===== config.mk =====
export PLATFORM = sky130hd
export DESIGN_NAME = vga_plot_queue_flat
export DESIGN_NICKNAME = d
export VERILOG_FILES = /design/src/rtl/vga_plot_queue_if.sv /design/src/rtl/vga_plot_queue.sv /design/src/flat_wrapper.sv
export SDC_FILE = /design/constraint.sdc
export NUM_CORES = 1
export LEC_CHECK = 0
export BUFFER_PORTS_ARGS = -buffer_cell sky130_fd_sc_hd__buf_2
export CORE_UTILIZATION = 40
export CTS_CLUSTER_SIZE = 28
export DETAILED_ROUTE_END_ITERATION = 8
export SYNTH_ARGS = -nofsm -noshare
export SYNTH_HDL_FRONTEND = slang
export SYNTH_SLANG_ARGS = --single-unit
export TNS_END_PERCENT = 30

===== constraint.sdc =====
create_clock -name clk -period 6.33 [get_ports clk]
set_input_delay 0 -clock clk [delete_from_list [all_inputs] [get_ports clk]]
set_output_delay 0 -clock clk [all_outputs]
set_load 0.01 [all_outputs]

===== src/rtl/vga_plot_queue_if.sv =====
// Pixel plot port bundle shared by the MMU, the plot queue and the VGA adapter.
interface vga_plot_queue_if;
    logic [8:0]  in_x;
    logic [7:0]  in_y;
    logic [23:0] in_color;
    logic        in_plot;
    logic        in_full;
    logic        clear_req;
    logic [23:0] clear_color;
    logic        clear_busy;
    logic [8:0]  out_x;
    logic [7:0]  out_y;
    logic [23:0] out_color;
    logic        out_plot;
    logic        out_ready;
    logic        dropped;

    modport master (
        output in_x, in_y, in_color, in_plot, clear_req, clear_color, out_ready,
        input  in_full, clear_busy, out_x, out_y, out_color, out_plot, dropped
    );

    modport slave (
        input  in_x, in_y, in_color, in_plot, clear_req, clear_color, out_ready,
        output in_full, clear_busy, out_x, out_y, out_color, out_plot, dropped
    );
endinterface


===== src/rtl/vga_plot_queue.sv =====
// Plot FIFO in front of a VGA adapter, with a whole-screen clear fill that
// takes priority over queued plots at beat boundaries.
module vga_plot_queue #(
    parameter int DEPTH = 8,
    parameter int X_MAX = 319,
    parameter int Y_MAX = 239
) (
    input logic             clk,
    input logic             reset,
    vga_plot_queue_if.slave bus
);
    localparam int            PW         = $clog2(DEPTH);
    localparam int            CW         = PW + 1;
    localparam logic [8:0]    XM         = 9'(X_MAX);
    localparam logic [7:0]    YM         = 8'(Y_MAX);
    localparam logic [CW-1:0] FULL_COUNT = CW'(DEPTH);

    typedef enum logic [1:0] {IDLE, DRAIN, CLEAR} state_t;
    state_t state;

    logic [40:0]   mem [DEPTH];
    logic [PW-1:0] wr_ptr, rd_ptr;
    logic [CW-1:0] count, count_next, remain;
    logic          clear_pend;
    logic [23:0]   pend_color, take_color;
    logic [40:0]   head_next;
    logic          in_range, accept, push, beat, pop;
    logic          clear_take, start_clear, at_end;

    always_comb begin
        in_range    = (bus.in_x <= XM) && (bus.in_y <= YM);
        accept      = bus.in_plot && !bus.in_full;
        push        = accept && in_range;
        beat        = bus.out_plot && bus.out_ready;
        pop         = beat && (state == DRAIN);
        count_next  = count + CW'(push) - CW'(pop);
        remain      = count - CW'(pop);
        // Entry that will be at the head after this edge; bypass a same-cycle push
        // into an otherwise empty FIFO so draining sustains one beat per cycle.
        head_next   = (remain == '0) ? {bus.in_x, bus.in_y, bus.in_color}
                                     : mem[rd_ptr + PW'(pop)];
        clear_take  = clear_pend || bus.clear_req;
        take_color  = bus.clear_req ? bus.clear_color : pend_color;
        at_end      = (bus.out_x == XM) && (bus.out_y == YM);
        start_clear = clear_take && ((state == IDLE) || beat);
    end

    always_ff @(posedge clk) begin
        if (push) mem[wr_ptr] <= {bus.in_x, bus.in_y, bus.in_color};
    end

    // In CLEAR the out_x/out_y registers double as the fill counter.
    always_ff @(posedge clk or posedge reset) begin
        if (reset) begin
            state          <= IDLE;
            wr_ptr         <= '0;
            rd_ptr         <= '0;
            count          <= '0;
            clear_pend     <= 1'b0;
            pend_color     <= '0;
            bus.in_full    <= 1'b0;
            bus.dropped    <= 1'b0;
            bus.clear_busy <= 1'b0;
            bus.out_plot   <= 1'b0;
            bus.out_x      <= '0;
            bus.out_y      <= '0;
            bus.out_color  <= '0;
        end else begin
            if (push) wr_ptr <= wr_ptr + 1'b1;
            if (pop)  rd_ptr <= rd_ptr + 1'b1;
            count          <= count_next;
            bus.in_full    <= (count_next == FULL_COUNT);
            bus.dropped    <= accept && !in_range;
            clear_pend     <= clear_take && !start_clear;
            if (bus.clear_req) pend_color <= bus.clear_color;
            bus.clear_busy <= clear_take || ((state == CLEAR) && !(beat && at_end));

            if (start_clear) begin
                state         <= CLEAR;
                bus.out_x     <= '0;
                bus.out_y     <= '0;
                bus.out_color <= take_color;
                bus.out_plot  <= 1'b1;
            end else begin
                case (state)
                    IDLE: begin
                        if (count != '0) begin
                            state        <= DRAIN;
                            bus.out_plot <= 1'b1;
                            {bus.out_x, bus.out_y, bus.out_color} <= head_next;
                        end
                    end
                    DRAIN: begin
                        if (beat) begin
                            if (count_next != '0) begin
                                {bus.out_x, bus.out_y, bus.out_color} <= head_next;
                            end else begin
                                state        <= IDLE;
                                bus.out_plot <= 1'b0;
                            end
                        end
                    end
                    CLEAR: begin
                        if (beat) begin
                            if (at_end) begin
                                if (count_next != '0) begin
                                    state <= DRAIN;
                                    {bus.out_x, bus.out_y, bus.out_color} <= head_next;
                                end else begin
                                    state        <= IDLE;
                                    bus.out_plot <= 1'b0;
                                end
                            end else if (bus.out_x == XM) begin
                                bus.out_x <= '0;
                                bus.out_y <= bus.out_y + 1'b1;
                            end else begin
                                bus.out_x <= bus.out_x + 1'b1;
                            end
                        end
                    end
                    default: begin
                        state        <= IDLE;
                        bus.out_plot <= 1'b0;
                    end
                endcase
            end
        end
    end
endmodule


===== src/flat_wrapper.sv =====
// flat-port wrapper written by rule: the top's interface ports become plain ports
module vga_plot_queue_flat 
#(
    parameter int DEPTH = 8,
    parameter int X_MAX = 319,
    parameter int Y_MAX = 239
)
  (clk, reset, bus_in_x, bus_in_y, bus_in_color, bus_in_plot, bus_clear_req, bus_clear_color, bus_out_ready, bus_in_full, bus_clear_busy, bus_out_x, bus_out_y, bus_out_color, bus_out_plot, bus_dropped);
  vga_plot_queue_if bus_i ();
  input logic clk;
  input logic reset;
  input wire logic [$bits(bus_i.in_x)-1:0] bus_in_x;
  input wire logic [$bits(bus_i.in_y)-1:0] bus_in_y;
  input wire logic [$bits(bus_i.in_color)-1:0] bus_in_color;
  input wire logic [$bits(bus_i.in_plot)-1:0] bus_in_plot;
  input wire logic [$bits(bus_i.clear_req)-1:0] bus_clear_req;
  input wire logic [$bits(bus_i.clear_color)-1:0] bus_clear_color;
  input wire logic [$bits(bus_i.out_ready)-1:0] bus_out_ready;
  output wire logic [$bits(bus_i.in_full)-1:0] bus_in_full;
  output wire logic [$bits(bus_i.clear_busy)-1:0] bus_clear_busy;
  output wire logic [$bits(bus_i.out_x)-1:0] bus_out_x;
  output wire logic [$bits(bus_i.out_y)-1:0] bus_out_y;
  output wire logic [$bits(bus_i.out_color)-1:0] bus_out_color;
  output wire logic [$bits(bus_i.out_plot)-1:0] bus_out_plot;
  output wire logic [$bits(bus_i.dropped)-1:0] bus_dropped;
  assign bus_i.in_x = bus_in_x;
  assign bus_i.in_y = bus_in_y;
  assign bus_i.in_color = bus_in_color;
  assign bus_i.in_plot = bus_in_plot;
  assign bus_i.clear_req = bus_clear_req;
  assign bus_i.clear_color = bus_clear_color;
  assign bus_i.out_ready = bus_out_ready;
  assign bus_in_full = bus_i.in_full;
  assign bus_clear_busy = bus_i.clear_busy;
  assign bus_out_x = bus_i.out_x;
  assign bus_out_y = bus_i.out_y;
  assign bus_out_color = bus_i.out_color;
  assign bus_out_plot = bus_i.out_plot;
  assign bus_dropped = bus_i.dropped;
  vga_plot_queue #(.DEPTH(DEPTH), .X_MAX(X_MAX), .Y_MAX(Y_MAX)) u_core (.clk(clk), .reset(reset), .bus(bus_i));
endmodule

==> impl_metrics.py, run 1 <==
metrics = {
    "sta": {
        "skew_ns": 0.0170,
        "finalCritPeriodShare": 0.632,
        "final.setup.tns_ns": 0,
        "rsz0062_at_grt": "false",
        "setup_ws_ns": 2.33,
        "relSlewSlack": 0.343,
        "fmax_ghz": 0.250,
        "final-hold-violation-count": 0,
        "setup_viol": 0,
        "tightest_slew_ns": 0.980,
        "fin_crit_ns": 4.00,
        "hold-worst-slack_ns": 0.0428,
        "drv_slew": 0,
    },
    "floorplanning": {
        "die-area_mm2": 0.0430,
        "die_height_um": 207,
        "initial_core_util": 0.410,
        "core_mm2": 0.0412,
        "ios": 115,
        "fp.dieW_um": 207,
        "num_rows": 74,
    },
    "placed_design": {
        "place_congestion": 0.838,
        "pre_cts_ws_ns": 2.33,
        "hpwl_mm": 22.0,
        "portBuffers": 114,
        "dpl.cell_count": 1584,
    },
    "grt": {
        "grt_antenna_before_repair": 1,
        "grt_max_degree": 66,
        "grtUsageTotal": 0.179,
        "grt_overflow": 0,
        "grt_pass1_wl_mm": 58.9,
        "grt_pass1_vias": 9821,
    },
    "clock_tree": {
        "postCtsSetupBuffers": 0,
        "clkLatencyLatePin_ns": 0.55,
        "clk_pin_slew_ns": 0.06,
        "clock-sinks": 410,
        "cts_made_buffers": 43,
        "cts_tree": "yes",
        "clockBufferDepth": 3,
        "ctsHtreeMaxLevel": 2,
        "cts_root_buf": "clkbuf_16",
    },
    "run_status": {
        "status": "finished clean",
    },
    "logic_synthesis": {
        "async_flop_share": 0.200,
        "synthCells": 971,
        "post-synth-top-area-fraction": 0.584,
        "yosysSeqAreaShare": 0.705,
        "yosysWarningCount": 0,
        "synth_most_common_cell": "edfxtp_1",
        "synth-edff-count": 328,
        "synth_top_cell_by_area": "edfxtp_1",
        "synth_flop_cell": "edfxtp_1",
        "synth_nets": 1059,
        "netlist_top_cells_count": "edfxtp_1 (328), dfrtp_1 (82), mux4_2 (80), nand2_1 (58), nor2_1 (38)",
        "ys_seq_elements": 410,
        "synth.area.top_cells": "edfxtp_1 (58%), dfrtp_1 (12%), mux4_2 (11%)",
        "ys_types": 62,
        "syn_area_mm2": 0.0169,
        "syn_area_per_cell_um2": 17.4,
    },
    "detailed_routing": {
        "dr.pass1.iters": 5,
        "routed_wl_mm": 37.5,
        "drt_iter0_markers": 703,
        "vias": 9495,
        "wl_per_cell_um": 21.7,
        "route.detailed.drc": 0,
        "ant_nets": 0,
        "post_drt_via_cell_ratio": 5.49,
    },
    "critical_path": {
        "critPathLaunchType": "register",
        "arrival_ns": 4.46,
        "r2r-end": "u_core.bus.out_x[7]",
        "crit_type": "reg2reg",
        "r2r_slack_ns": 2.33,
        "r2r_start": "u_core.state[1]",
        "worstPathMaxFanout": 8,
        "worst_r2r_path_depth": 14,
        "required_ns": 6.78,
        "cp-end-kind": "register",
    },
    "hold_path": {
        "min_path_type": "in2async",
    },
    "power": {
        "power_mw": 6.62,
        "p_leak_nw": 7.09,
        "power_density_mw_per_mm2": 326,
        "ir_drop_mv": 0.212,
    },
    "finish": {
        "syn2layout_area_growth_pct": 20.5,
        "antenna_cells": 0,
        "drive_gt1_frac": 0.275,
        "fin_nets": 1253,
        "stdcell_count": 1730,
    },
    "job": {
        "max_cap_viol_count": 0,
    },
}
## layout make-up
cell class                      instances  area, µm²
Fill cell                            3415      20900
Tap cell                              532        666
Inverter                               18       70.1
Sequential cell                       410      11900
Clock buffer                           53       1120
Multi-Input combinational cell        491       4800
Timing Repair Buffer                  201       1410
Clock inverter                         25        359
## worst max-delay path by stage
stage / from / endpoint / slack [ns] / cells after the start
after floorplan: u_core.bus.in_full / u_core.mem[4][0] / 1.87 / 3
after global placement: u_core.state[1] / u_core.bus.out_color[19] / 2.44 / 14
after detailed placement: u_core.state[1] / u_core.bus.out_color[19] / 2.33 / 14
after CTS: u_core.state[1] / u_core.bus.out_color[20] / 2.31 / 14
after global routing: u_core.state[1] / u_core.bus.out_x[6] / 1.94 / 14
final: u_core.state[1] / u_core.bus.out_x[7] / 2.33 / 14
## repair_timing
item	in CTS	in global routing
hold buffers	68	0
gates resized for setup	0	0
endpoints found under the hold margin	423	0
## logic make-up after synthesis
family          share of synthesized area
flops                               0.705
simple gates                       0.0437
xor+xnor                          0.00623
mux                                 0.142
fa+ha+maj                          0.0138
compound gates                     0.0715
buf+inv                            0.0172
## metrics by stage
step	util	cell area [µm²]
finish	0.493	20300
global route	0.493	20300
detailed placement	0.441	18200
global placement	0.441	18200
CTS	0.493	20300
floorplan	-	16900
## per-layer routing
layer	vias to the layer above	track usage	share of wire
li1	4306	-	-
met1	4934	0.241	0.44
met2	208	0.305	0.51
met3	45	0.0250	0.038
met4	2	0.0463	0.016
met5	-	0	0.00027
## where the power goes
part           switching, mW  total, mW  internal, mW
logic                  0.485      0.745         0.261
registers             0.0647       3.22          3.16
clock network           1.02       2.65          1.63
total                   1.57       6.62          5.05
## cell usage in the layout (no fill, tap or decap), types with 31 or more instances in the layout
master	synthesis	final
nor2_1	38	31
edfxtp_1	328	328
a22oi_1	33	33
clkbuf_16	0	43
buf_2	20	114
dlygate4sd3_1	0	68
dfrtp_1	82	82
nand2_1	58	58
mux4_2	80	80
o21ai_0	37	37
## worst max-delay path, cell delays in order (launching register included)
cell     delay (ns)
dfrtp_1        0.41
inv_1          0.09
ha_1           0.24
and3_1         0.34
ha_1           0.29
inv_1          0.06
ha_1           0.15
inv_1          0.06
fa_1           0.51
inv_1          0.05
nor3_1         0.50
nand4_1        0.53
o31ai_4        0.44
a22oi_1        0.14
o21ai_0        0.10
## registers in the layout, summed over array words and instances (netlist names)
register	cells
u_core.bus.clear_busy	1
u_core.bus.dropped	1
u_core.bus.in_full	1
u_core.bus.out_color	24
u_core.bus.out_plot	1
u_core.bus.out_x	9
u_core.bus.out_y	8
u_core.clear_pend	1
u_core.count	4
u_core.mem	328
u_core.pend_color	24
u_core.rd_ptr	3
u_core.state	2
u_core.wr_ptr	3
(Power assumes the default switching activity.)
==> run 2: changes to the inputs <==
Clock period 6.33 ns to 3.78 ns, I/O delays scaled along.
==> run 2 against run 1 <==
- sequential power is 68% higher
- final area increased by 0.65%
- hold slack better by 0.12 ns
- total power grew 63%
==> impl_metrics.py, run 2 (synthesis gave the netlist of run 1 again) <==
metrics = {
    "run_status": {
        "status": "finished clean",
    },
    "sta": {
        "skew_ns": 0.0227,
        "relSlewSlack": 0.445,
        "tightest_slew_ns": 0.833,
        "final.setup.tns_ns": 0,
        "fmax_ghz": 0.286,
        "setup_viol": 0,
        "setup_ws_ns": 0.287,
        "final-hold-violation-count": 0,
        "drv_slew": 0,
        "hold-worst-slack_ns": 0.161,
        "rsz0062_at_grt": "false",
        "finalCritPeriodShare": 0.924,
        "fin_crit_ns": 3.49,
    },
    "finish": {
        "stdcell_area_mm2": 0.0205,
        "stdcell_count": 1758,
        "final_core_util": 0.497,
        "reg.largest.list": "u_core.mem x328, u_core.bus.out_color x24, u_core.pend_color x24",
        "fin_nets": 1278,
        "top_register": "u_core.mem",
        "antenna_cells": 0,
        "drive_gt1_frac": 0.290,
        "nFillCells": 3402,
        "largest_reg_flops": 328,
        "final_cell_mix": "edfxtp_1 (328), buf_2 (114), dfrtp_1 (82)",
        "mostFrequentLayoutCell": "edfxtp_1",
        "syn2layout_area_growth_pct": 21.3,
    },
    "critical_path": {
        "r2r_start": "u_core.state[1]",
        "required_ns": 4.19,
        "r2r-end": "u_core.bus.out_color[19]",
        "r2r_slack_ns": 0.29,
        "cp-end-kind": "register",
        "critPathLaunchType": "register",
        "worstPathMaxFanout": 48,
        "worst_r2r_path_depth": 13,
        "crit_type": "reg2reg",
        "critPathCapture": "u_core.bus.out_color[19]",
        "arrival_ns": 3.90,
        "crit_start": "u_core.state[1]",
    },
    "detailed_routing": {
        "wl_met3_mm": 1.45,
        "drt_iter0_markers": 685,
        "vias": 9535,
        "routed_wl_mm": 37.9,
        "dr.pass1.iters": 5,
        "route.detailed.drc": 0,
        "post_drt_via_cell_ratio": 5.42,
        "highest_layer": "met4",
        "wl_met2_mm": 19.2,
        "wl_per_cell_um": 21.6,
        "ant_nets": 0,
        "wl_met1_mm": 16.7,
    },
    "placed_design": {
        "dpl.cell_count": 1602,
        "dpl_cell_area_mm2": 0.0183,
        "pre_cts_ws_ns": 0.150,
        "place_congestion": 0.835,
        "hpwl_mm": 23.0,
        "portBuffers": 114,
    },
    "clock_tree": {
        "clkLatencyLatePin_ns": 0.56,
        "cts_tree": "yes",
        "ctsHtreeMaxLevel": 2,
        "clockBufferDepth": 3,
        "clk_pin_slew_ns": 0.06,
        "cts_made_buffers": 44,
        "cts_root_buf": "clkbuf_16",
        "clock-sinks": 410,
    },
    "hold_path": {
        "min_path_type": "in2async",
    },
    "power": {
        "p_leak_nw": 7.17,
        "ir_drop_mv": 0.319,
        "power_density_mw_per_mm2": 529,
        "power_mw": 10.8,
    },
    "floorplanning": {
        "die-area_mm2": 0.0430,
        "core_mm2": 0.0412,
        "num_rows": 74,
        "fp.dieW_um": 207,
        "ios": 115,
        "initial_core_util": 0.410,
        "die_height_um": 207,
    },
    "grt": {
        "grtUsageTotal": 0.178,
        "grt_overflow": 0,
        "grt_pass1_vias": 10021,
        "grt_antenna_before_repair": 0,
        "grt_pass1_wl_mm": 58.8,
        "grt_max_degree": 59,
    },
    "job": {
        "max_cap_viol_count": 0,
    },
}
run 2: worst max-delay path, cell delays in order (launching register included):
cell     delay, ns
dfrtp_1       0.41
inv_1         0.09
ha_1          0.22
and3_2        0.29
ha_1          0.28
inv_1         0.07
ha_1          0.30
and3b_1       0.18
or4_1         0.60
a41oi_1       0.37
o21ai_4       0.10
buf_12        0.21
nand2_1       0.10
o21ai_0       0.08
run 2: cell type report:
| type | instances | area [µm²] | share of cell area |
|---|---|---|---|
| flip-flops and latches | 410 | 11900 | 0.582 |
| well taps | 532 | 666 | 0.0325 |
| multi-input cells | 491 | 4810 | 0.235 |
| inverters | 18 | 70.1 | 0.00342 |
| clock inverters | 16 | 126 | 0.00618 |
| clock buffers | 66 | 1250 | 0.0613 |
| repair buffers | 225 | 1630 | 0.0796 |
run 2: worst min-delay path by stage:
stage | slack [ns] | cells past startpoint | endpoint | start
after floorplan | 0.1 | 0 | u_core.mem[0][0] | bus_in_color[0]
after global placement | 0.23 | 2 | u_core.bus.out_color[21] | reset
after detailed placement | 0.24 | 2 | u_core.bus.out_color[21] | reset
after CTS | 0.19 | 3 | u_core.pend_color[21] | reset
after global routing | 0.22 | 3 | u_core.pend_color[3] | bus_clear_color[3]
final | 0.16 | 3 | u_core.pend_color[21] | reset
run 2: repair_timing:
item	in CTS	in global routing
buffers inserted	0	4
hold buffers	70	0
gates resized for setup	0	2
endpoints found under the hold margin	443	0
setup endpoints to repair	0	28
run 2: per-layer routing:
metal	vias up	track usage
met5	-	0
met4	0	0.0458
met3	44	0.0253
met2	194	0.304
met1	4949	0.240
li1	4348	-
run 2: report_power, final:
group	leakage, nW	internal, mW	switching, mW	total, mW
Combinational	2.47	0.509	0.855	1.36
Sequential	4.03	5.29	0.114	5.40
Clock	0.676	2.32	1.73	4.05
Total	7.17	8.12	2.70	10.8
==> run 3: changes to the inputs <==
Settings changed: CORE_UTILIZATION 40 to 50, PLACE_DENSITY set to 0.68.
==> run 3 against run 2 <==
- non-clock buffer count shrank 3
- clock skew decreased by 0.0073 ns
- combinational power hardly changed
- clock power down 2%
- register-to-register slack got worse by 0.04 ns
- hold slack better by 0.020 ns
- total power down 0.99%
- maximum frequency shrank 1.0%
- first-iteration DRC count increased by 7.0%
- critical path type unchanged
- largest power group unchanged
- highest routed layer unchanged
==> impl_metrics.py, run 3 (synthesis gave the netlist of run 1 again) <==
metrics = {
    "run_status": {
        "status": "finished clean",
    },
    "detailed_routing": {
        "route.detailed.drc": 0,
        "ant_nets": 0,
        "drt_iter0_markers": 733,
        "dr.pass1.iters": 5,
        "wl_per_cell_um": 21.7,
        "vias": 9649,
        "routed_wl_mm": 35.9,
        "post_drt_via_cell_ratio": 5.82,
    },
    "critical_path": {
        "path_cells": "inv_1, ha_1, and3_2, ha_2, inv_1, ha_1, and3b_1, or4_1, a31o_2, a211oi_4, o211ai_1, o211ai_1",
        "crit_type": "reg2reg",
        "arrival_ns": 3.96,
        "critPathMaxStageDelay_ns": 0.60,
        "cp.buffers_inverters": 2,
        "required_ns": 4.21,
        "crit_slowest_cell": "or4_1",
        "cp-end-kind": "register",
        "worstPathMaxFanout": 7,
        "critPathLaunchType": "register",
        "critical-path-top-delay-family": "simple AND/OR/NAND/NOR gates",
    },
    "clock_tree": {
        "clk_pin_slew_ns": 0.06,
        "cts_made_buffers": 41,
        "clock-sinks": 410,
        "cts_tree": "yes",
        "ctsHtreeMaxLevel": 2,
        "cts_root_buf": "clkbuf_16",
        "clkLatencyLatePin_ns": 0.53,
        "clockBufferDepth": 3,
    },
    "finish": {
        "mostFrequentLayoutCell": "edfxtp_1",
        "fin_nets": 1272,
        "top_register": "u_core.mem",
        "drive_gt1_frac": 0.286,
        "final_cell_mix": "edfxtp_1 (328), buf_2 (114), dfrtp_1 (82)",
        "largest_reg_flops": 328,
        "antenna_cells": 0,
        "syn2layout_area_growth_pct": 20.5,
        "final_core_util": 0.619,
        "reg.largest.list": "u_core.mem x328, u_core.bus.out_color x24, u_core.pend_color x24",
    },
    "sta": {
        "finalCritPeriodShare": 0.934,
        "fin_crit_ns": 3.53,
        "drv_slew": 0,
        "tightest_slew_ns": 0.920,
        "hold-worst-slack_ns": 0.180,
        "relSlewSlack": 0.383,
        "final-hold-violation-count": 0,
        "skew_ns": 0.0154,
        "rsz0062_at_grt": "false",
        "fmax_ghz": 0.283,
        "setup_viol": 0,
    },
    "job": {
        "max_cap_viol_count": 0,
    },
    "floorplanning": {
        "ios": 115,
        "die_height_um": 186,
        "die-area_mm2": 0.0345,
        "initial_core_util": 0.513,
        "core_mm2": 0.0329,
        "num_rows": 66,
        "fp.dieW_um": 186,
    },
    "grt": {
        "grt_pass1_vias": 9781,
        "grt_max_degree": 47,
        "grt_overflow": 0,
        "grtUsageTotal": 0.217,
        "grt_antenna_before_repair": 0,
        "grt_pass1_wl_mm": 56.0,
    },
    "hold_path": {
        "min_path_type": "in2async",
    },
    "power": {
        "ir_drop_mv": 0.309,
        "p_leak_nw": 7.14,
        "power_density_mw_per_mm2": 527,
    },
    "placed_design": {
        "portBuffers": 114,
        "hpwl_mm": 22.3,
        "place_congestion": 0.863,
    },
}
-- run 3: worst register-to-register path, stage by stage (launching register included) --
cell      delay [ns]
dfrtp_1         0.41
inv_1           0.10
ha_1            0.25
and3_2          0.30
ha_2            0.26
inv_1           0.06
ha_1            0.28
and3b_1         0.18
or4_1           0.60
a31o_2          0.34
a211oi_4        0.38
o211ai_1        0.15
o211ai_1        0.13
-- run 3: power breakdown --
part / switching, mW / internal, mW / total, mW
clock: 1.64 / 2.32 / 3.95
sequential: 0.118 / 5.29 / 5.41
combinational: 0.834 / 0.518 / 1.35
total: 2.59 / 8.12 / 10.7
-- run 3: layout make-up --
| class | count | area [µm²] |
|---|---|---|
| clock inverter | 11 | 119 |
| tap | 442 | 553 |
| multi-input combinational | 491 | 4820 |
| fill | 2403 | 12500 |
| timing repair buffer | 222 | 1680 |
| sequential | 410 | 11900 |
| clock buffer | 64 | 1190 |
| inverter | 18 | 68.8 |
-- run 3: worst paths after layout --
check	from	cells after the start	endpoint	slack, ns
worst max-delay path	u_core.state[1]	12	u_core.bus.out_y[1]	0.25
worst min-delay path	reset	3	u_core.pend_color[23]	0.18
worst max register to register	u_core.state[1]	12	u_core.bus.out_y[1]	0.25
worst min register to register	u_core.bus.out_color[3]	2	u_core.bus.out_color[3]	0.48
max in group asynchronous	reset	4	u_core.pend_color[9]	2.61
min in group clk	bus_clear_color[10]	3	u_core.pend_color[10]	0.26
-- run 3: routing by layer --
metal	track usage	part of all wire	vias up	wire length [µm]
li1	-	-	4333	-
met1	0.310	0.43	4932	15500
met2	0.350	0.49	329	17400
met5	0	0	-	0
met4	0.0577	0.020	0	728
met3	0.0344	0.062	55	2230
-- run 3: timing repair --
| action | 4_1_cts | 5_1_grt |
|---|---|---|
| gates resized for setup | 0 | 3 |
| hold buffers | 69 | 0 |
| endpoints found under the setup margin | 0 | 38 |
| endpoints found under the hold margin | 426 | 0 |
| setup buffers | 0 | 3 |
-- run 3: stage by stage --
step                setup TNS, ns  instances  cell area [µm²]  power, mW  worst slack, ns
floorplan                  -27.78        971            16900       6.23           -0.678
global placement                0       1511            18300       6.74            0.182
detailed placement              0       1511            18300       6.78           0.0737
CTS                             0       1655            20300       10.8           0.0614
global route                    0       1658            20300       11.1          0.00727
finish                          0       1658            20300       10.7            0.251
